$ cat config.mk
export PLATFORM = sky130hd
export DESIGN_NAME = block_stream_gen
export DESIGN_NICKNAME = d
export VERILOG_FILES = /design/src/rtl/block_stream_gen.sv
export SDC_FILE = /design/constraint.sdc
export NUM_CORES = 1
export LEC_CHECK = 0
export ABC_AREA = 1
export CAP_MARGIN = 10
export CORE_ASPECT_RATIO = 1.25
export CORE_UTILIZATION = 40
export DETAILED_ROUTE_END_ITERATION = 8
export GPL_TIMING_DRIVEN = 0
export PLACE_DENSITY_LB_ADDON = 0.08
export SETUP_SLACK_MARGIN = 0.05
export SLEW_MARGIN = 20
export SYNTH_ARGS = -nofsm -noshare
export SYNTH_HDL_FRONTEND = slang
export SYNTH_SLANG_ARGS = --single-unit
export TNS_END_PERCENT = 50
$ cat constraint.sdc
create_clock -name clk -period 4.6 [get_ports clk]
set_input_delay 0.69 -clock clk [delete_from_list [all_inputs] [get_ports clk]]
set_output_delay 0.69 -clock clk [all_outputs]
set_load 0.01 [all_outputs]
$ cat src/rtl/block_stream_gen.sv
// -----------------------------------------------------------------------------
// block_stream_gen
// Transmit side of the begin/end keyword character stream. Accepts token
// commands (BEGIN, END, WORD, SPACE) over a valid/ready handshake. Each token
// is sent as a sequence of 8-bit ASCII characters, one per accepted output beat.
// The block also tracks the nesting depth of committed tokens.
//
// Parameters:
//   DEPTH_W  width of the nesting-depth counter (max depth 2**DEPTH_W-1)
//   UPPER    1: uppercase letters, 0: lowercase letters
//
// Ports:
//   clk        rising-edge clock
//   reset      asynchronous, active-high; clears all state
//   cmd_valid  command present
//   cmd        00 BEGIN, 01 END, 10 WORD, 11 SPACE
//   cmd_ready  command can be accepted (IDLE and not in reset)
//   out_valid  out_char is valid
//   out_char   ASCII character
//   out_ready  downstream accepts out_char this cycle
//   depth      committed nesting depth
//   balanced   depth==0 && !err
//   err        sticky END-underflow / BEGIN-overflow flag
//
// Optional feature macro: BSG_UNDERFLOW_GUARD_EN
//   When defined, an END accepted at depth 0 is consumed silently. No
//   characters are emitted, and err/depth are left unchanged.
// -----------------------------------------------------------------------------
module block_stream_gen #(
    parameter int DEPTH_W = 8,
    parameter bit UPPER   = 1'b0
) (
    input  logic               clk,
    input  logic               reset,
    input  logic               cmd_valid,
    input  logic [1:0]         cmd,
    output logic               cmd_ready,
    output logic               out_valid,
    output logic [7:0]         out_char,
    input  logic               out_ready,
    output logic [DEPTH_W-1:0] depth,
    output logic               balanced,
    output logic               err
);

    typedef enum logic {S_IDLE, S_EMIT} state_t;

    localparam logic [1:0]         CMD_BEGIN = 2'b00;
    localparam logic [1:0]         CMD_END   = 2'b01;
    localparam logic [1:0]         CMD_WORD  = 2'b10;
    localparam logic [DEPTH_W-1:0] DEPTH_MAX = '1;

    state_t             state_q, state_d;
    logic [1:0]         cmd_q, cmd_d;
    logic [2:0]         idx_q, idx_d;
    logic [DEPTH_W-1:0] depth_q, depth_d;
    logic               err_q, err_d;
    logic               drop_end;

    // Character ROM. Letters are stored in lowercase. Uppercase is derived by
    // clearing bit 5. The space delimiter is never altered.
    function automatic logic [7:0] rom_char(input logic [1:0] c, input logic [2:0] i);
        logic [7:0] ch;
        ch = 8'h20;
        case (c)
            CMD_BEGIN: begin
                case (i)
                    3'd0:    ch = 8'h62;
                    3'd1:    ch = 8'h65;
                    3'd2:    ch = 8'h67;
                    3'd3:    ch = 8'h69;
                    3'd4:    ch = 8'h6E;
                    default: ch = 8'h20;
                endcase
            end
            CMD_END: begin
                case (i)
                    3'd0:    ch = 8'h65;
                    3'd1:    ch = 8'h6E;
                    3'd2:    ch = 8'h64;
                    default: ch = 8'h20;
                endcase
            end
            CMD_WORD: begin
                if (i == 3'd0) ch = 8'h78;
            end
            default: ch = 8'h20;
        endcase
        if (UPPER && (ch != 8'h20)) ch = ch & 8'hDF;
        return ch;
    endfunction

    // Index of the closing space for each token.
    function automatic logic [2:0] last_idx(input logic [1:0] c);
        case (c)
            CMD_BEGIN: last_idx = 3'd5;
            CMD_END:   last_idx = 3'd3;
            CMD_WORD:  last_idx = 3'd1;
            default:   last_idx = 3'd0;
        endcase
    endfunction

`ifdef BSG_UNDERFLOW_GUARD_EN
    assign drop_end = (cmd == CMD_END) && (depth_q == '0);
`else
    assign drop_end = 1'b0;
`endif

    // State register
    always_ff @(posedge clk or posedge reset) begin
        if (reset) begin
            state_q <= S_IDLE;
            cmd_q   <= CMD_BEGIN;
            idx_q   <= 3'd0;
            depth_q <= '0;
            err_q   <= 1'b0;
        end else begin
            state_q <= state_d;
            cmd_q   <= cmd_d;
            idx_q   <= idx_d;
            depth_q <= depth_d;
            err_q   <= err_d;
        end
    end

    // Next state. The depth commit happens only when the final space of a
    // token is accepted, so an abandoned token never changes depth.
    always_comb begin
        state_d = state_q;
        cmd_d   = cmd_q;
        idx_d   = idx_q;
        depth_d = depth_q;
        err_d   = err_q;
        case (state_q)
            S_IDLE: begin
                // A dropped END is consumed here and the block stays in IDLE.
                if (cmd_valid && !drop_end) begin
                    cmd_d   = cmd;
                    idx_d   = 3'd0;
                    state_d = S_EMIT;
                end
            end
            S_EMIT: begin
                if (out_ready) begin
                    if (idx_q == last_idx(cmd_q)) begin
                        state_d = S_IDLE;
                        if (cmd_q == CMD_BEGIN) begin
                            if (depth_q == DEPTH_MAX) err_d = 1'b1;
                            else                      depth_d = depth_q + 1'b1;
                        end else if (cmd_q == CMD_END) begin
                            if (depth_q == '0) err_d = 1'b1;
                            else               depth_d = depth_q - 1'b1;
                        end
                    end else begin
                        idx_d = idx_q + 3'd1;
                    end
                end
            end
            default: state_d = S_IDLE;
        endcase
    end

    // Outputs. cmd_ready is gated by reset so that it reads 0 for the
    // whole time reset is asserted.
    always_comb begin
        cmd_ready = (state_q == S_IDLE) && !reset;
        out_valid = (state_q == S_EMIT);
        out_char  = (state_q == S_EMIT) ? rom_char(cmd_q, idx_q) : 8'h20;
        depth     = depth_q;
        err       = err_q;
        balanced  = (depth_q == '0) && !err_q;
    end

endmodule
* Word level (Yosys, flattened, before mapping)
Index checks and enable logic that the tools add are counted.
** Operators by class
- Add/sub/neg operators :: 3
- Reduce and logical (&&, ||, !) cells :: 13
- Muxes and demuxes :: 24
- Bitwise logic cells :: 1
- Equality and inequality tests :: 14
** Operator list (number)
- $mux 8 :: 5
- $pmux 7 s5 :: 1
- $pmux 8 s3 :: 1
- $pmux 7 s3 :: 1
- $mux 3 :: 5
- $reduce_and 6->1 :: 2
- $ne 2x2->1 const B :: 5
- $pmux 3 s3 :: 1
- $add 8x1->8 const B :: 1
- $eq 8x8->1 const B :: 1
- $logic_not 8->1 :: 1
- $sub 8x1->8 const B :: 1
- $mux 1 :: 7
- $mux 7 :: 1
- $eq 3x2->1 const B :: 2
- $pmux 3 s2 :: 1
- $reduce_bool 2->1 :: 2
- $add 3x1->3 const B :: 1
- $eq 3x1->1 const B :: 1
- $eq 3x3->1 :: 1
- $eq 3x3->1 const B :: 1
- $logic_not 3->1 :: 1
- $reduce_and 3->1 :: 1
- $eq 2x1->1 const B :: 1
- 8 further kinds :: 10
** Word-level totals
- Input port bits :: 6
- Output and inout bits :: 20
- Word-level logic and storage cells :: 60
- Flip-flop bits (word level) :: 15

* Depth between registers and ports, before layout
- Depth after elaboration :: 8
- Mapped depth :: 12
- Depth with buffers taken out :: 11

* Worst setup path before layout
Ideal clock, no wire load.
- Path type :: register to output
- Start :: register idx_q[1]
- End :: output out_char[6]
- Cell stages (with the launch flop) :: 8
- Slack :: 2.622 ns
- Path buffers :: 0
- Arrival time :: 1.288 ns
- Required time :: 3.910 ns
- Path through :: dfrtp_1 inv_1 ha_1 nand2_1 a21boi_0 o21ai_0 a21oi_1 nor2_1
** Between the ends
- Cells in the longest elaborated chain, start to end :: 4
- Elaborated cells between the ends (all ways) :: 10
- Classes of those cells :: eq/ne (4); mux (5); reduce/logical (1)
** Ends and longest elaborated chain
- start: declaration :: line 55 : logic [2:0] idx_q, idx_d;
- start signal: assignment :: line 120 : idx_q <= idx_d;
- $eq 3x3->1 (tied with other cells) :: line 67 : case (i)
- $pmux 7 s5 (tied with other cells) :: line 67
- $pmux 8 s3 (*) :: line 65 : case (c)
- $mux 8 (*) :: line 168 : out_char = (state_q == S_EMIT) ? rom_char(cmd_q, idx_q) : 8'h20;
- end: declaration :: line 39 : output logic [7:0] out_char,
Every way passes the cells marked *; elsewhere a longest branch is shown, timed or not.

* Final worst setup path
- Start :: register idx_q[0]
- End :: output out_char[6]
The elaborated chain is that of the path after synthesis.

==> results.md <==
| Parameter | This run | Unit |
| --- | --- | --- |
| Outcome | finished, final reports clean | - |
| Core Footprint | 0.00328 | mm² |
| Post-synthesis sequential element count | 15 | - |
| Total clock buffers created by CTS | 3 | - |
| Share of the yosys chip area belonging to registers | 26.7 | % |
| Antenna cell count | 0 | - |
| Latest clock arrival within the worst-skew pair | 240 | ps |
| Fin Clk Skew | 0.387 | ps |
| Hold WC Path Type | register to register | - |
| Count of unresolved DRC violations after routing | 0 | - |
| Avg Synthesized Cell Area | 6.42 | µm² |
| Vert. Die Dim | 68.3 | µm |
| Number of nets in the final layout | 265 | - |
| First DRT Iteration DRCs | 23 | - |
| Number of clock sinks seen by CTS | 15 | - |
| Layout Area Growth over Synthesis | 22.9 | % |
| CTS tree | done | - |
| Routability Congestion | 0.812 | - |
| Synthesized cell area | 0.00141 | mm² |
| Setup fix buffers added after clock tree synthesis | 0 | - |
| Unrepaired setup endpoints after global routing | false | - |
| Slew at the pin closest to its max-slew limit | 589 | ps |
| CP startpoint kind | register | - |
| Maximum buffer depth of the clock tree | 2 | - |
| # H-tree levels | 1 | - |
| Data arrival time of the worst path | 2160 | ps |
| Post-synthesis compound-gate area fraction | 6.06 | % |
| Horiz. Die Dim | 55.0 | µm |
| Initial core utilization | 42.8 | % |
| Post-CTS Hold Fix Bufs | 0 | - |
| Ys Warns | 0 | - |
| Final critical path time including I/O delays and setup | 2850 | ps |
| Share of the synthesized netlist area taken by xor and xnor gates | 1.87 | % |
| Post-detailed-route wirelength per cell | 10.8 | µm |
| Syn Nets | 237 | - |
| Maximum achievable frequency | 0.350 | GHz |
| Final setup violation count | 0 | - |
| Vias per cell | 4.80 | - |
| Crit share post-route | 62.1 | % |
| Pins over their slew limit | 0 | - |
| Total grt overflow | 0 | - |
| Via count of the first global-routing pass | 1,307 | - |
| Post-Synth Simple-Gate Area | 43.2 | % |
| Site row count | 23 | - |
| Post-Place Worst Slack | 2030 | ps |
| Remaining max-slew budget at the tightest pin | 60.7 | % |
| Fraction of the mapped netlist area in adder cells | 11.2 | % |
| HPWL after DPL | 2530 | µm |
| Top fanout value on the critical path | 7 | - |
| PortBufs | 23 | - |
| WL final | 3070 | µm |
| Number of vias after detailed routing | 1,357 | - |
| Count of cell types in the netlist | 29 | - |
| Resized cells post-CTS | 0 | - |
| Synth top area share | 26.7 | % |
| Number of antenna violations at the first check in global routing | 0 | - |
| Category of the worst setup path capture point | output port | - |
| Number of placed instances with taps included | 279 | - |
| Setup TNS | 0 | ps |
| Maximum number of pins on one net before global-route repair | 16 | - |
| Largest cells by area after synthesis | dfrtp_1, nand2_1, ha_1, inv_1, nand3_1 | - |
| Number of max-cap violations | 0 | - |
| Final-report hold violation count | 0 | - |
| Total power divided by cell area | 799 | mW/mm² |
| Multiplexer fraction of the synthesized cell area | 0 | % |
| Required time at the endpoint of the critical path | 3910 | ps |
| Clock transition at the registers of the reported paths | 60 | ps |
| Num ports | 26 | - |
| Post-route ant nets | 0 | - |
| Layout filler cell count | 353 | - |
| Combinational family with the most area after synthesis | simple AND/OR/NAND/NOR gates | - |
| Detailed Routing Iterations Pass 1 | 4 | - |
| First-pass GRT wire length | 5380 | µm |
| Final hold slack | 514 | ps |
| Share of final-layout standard cells stronger than drive strength 1 | 7.72 | % |
| Yosys top cell by area | dfrtp_1 | - |
| Total Die Area | 0.00376 | mm² |
| Crit path setup slack, layout | 1750 | ps |
| Cell count after synthesis | 219 | - |
| Overall Global Routing Usage | 19.9 | % |
| Post-route insts no fill | 283 | - |
| Critical path type | register to output port | - |
| Maximum vdd drop | 399 | µV |
| Root Buffer | clkbuf_8 | - |
| Static power due to leakage | 0.000929 | µW |
## report_power, final
part	leakage (µW)	internal [µW]	switching [µW]
sequential	0.000189	190	85.8
clock	0.0000228	61.3	44.4
combinational	0.000718	429	570
## per-stage QoR
| stage | total power, µW | cell area (µm²) | util [%] |
|---|---|---|---|
| final | 1380 | 1730 | 52.6 |
| after global routing | 1560 | 1730 | 52.6 |
| after CTS | 1400 | 1730 | 52.6 |
| after detailed placement | 1290 | 1680 | 51.3 |
| after global placement | 1280 | 1680 | 51.3 |
| after floorplan | 980 | 1410 | - |
## Yosys cell counts (all sizes together)
library cell  number
ha                11
nand3             20
nor2              22
o21ai              7
inv               31
a21oi              7
conb               2
nand4              2
xor2               2
or2                1
fa                 1
nand3b             2
clkinv             1
nor3               2
dfrtp             15
nand2             87
a21boi             1
xnor2              1
o21bai             1
buf                3
## flip-flops by register name, indices dropped and copies added (netlist names)
signal	flops
idx_q	3
depth	8
cmd_q	2
err	1
out_valid	1
## cells by family (layout without fill, tap and decap cells)
kind of cell	after synthesis	after routing
AOI/OAI and AO/OA	16	16
other	2	2
and+or+nand+nor	136	136
buffers and inverters	35	62
xor gates and xnor gates	3	3
DFF	15	15
adders and majority gates	12	12
## layout make-up
cell class,instances,area (µm²),area share [%]
buffer,3,26.3,1.52
timing repair buffer,23,230,13.3
tap,37,46.3,2.68
clock buffer,4,45.0,2.61
sequential,15,375,21.7
multi-input combinational,169,883,51.2
inverter,32,120,6.96
## placed cells by master, fill, tap and decap left out
| cell type | n |
|---|---|
| conb_1 | 2 |
| a21oi_1 | 7 |
| a21boi_0 | 1 |
| or2_2 | 1 |
| nand4_1 | 2 |
| nand2_1 | 83 |
| clkdlybuf4s50_1 | 23 |
| o21bai_1 | 1 |
| clkinv_1 | 1 |
| fa_1 | 1 |
| inv_1 | 28 |
| xor2_1 | 2 |
| nor3_1 | 1 |
| o21ai_0 | 4 |
| nand3b_1 | 2 |
| nor2_2 | 1 |
| o21ai_1 | 3 |
| nor2_1 | 19 |
| clkbuf_1 | 1 |
| nand2_2 | 4 |
| dfrtp_1 | 15 |
| ha_1 | 11 |
| clkbuf_8 | 3 |
| nor3_2 | 1 |
| buf_6 | 1 |
| nor2_8 | 1 |
| nor2_4 | 1 |
| nand3_4 | 1 |
| xnor2_1 | 1 |
| nand3_1 | 19 |
| buf_4 | 2 |
| inv_2 | 3 |
## worst paths after layout
| check | from | to | slack, ps | depth (start not counted) |
|---|---|---|---|---|
| max | idx_q[0]$_DFFE_PP0P_ | out_char[6] | 1750 | 7 |
| min | err$_DFFE_PP0P_ | err$_DFFE_PP0P_ | 510 | 1 |
| max reg2reg | cmd_q[1]$_DFFE_PP0P_ | depth[7]$_DFFE_PP0P_ | 2590 | 10 |
| min reg2reg | err$_DFFE_PP0P_ | err$_DFFE_PP0P_ | 510 | 1 |
| max in group asynchronous | reset | cmd_q[0]$_DFFE_PP0P_ | 3380 | 2 |
| min in group asynchronous | reset | err$_DFFE_PP0P_ | 830 | 2 |
## per-layer routing
layer,vias up,GRT usage [%],wire length [µm]
met5,-,0,0
met4,0,9.69,65
met3,7,1.56,54
met2,19,38.0,1660
met1,600,20.9,1280
li1,731,-,-
## worst max-delay path: stages, from the launching register on
cell and delay, ps:
dfrtp_1 480, inv_2 90, ha_1 220, o21ai_1 250, o21ai_0 180, a21oi_1 170, nor2_1 50, clkdlybuf4s50_1 480
(Power assumes the default switching activity.)
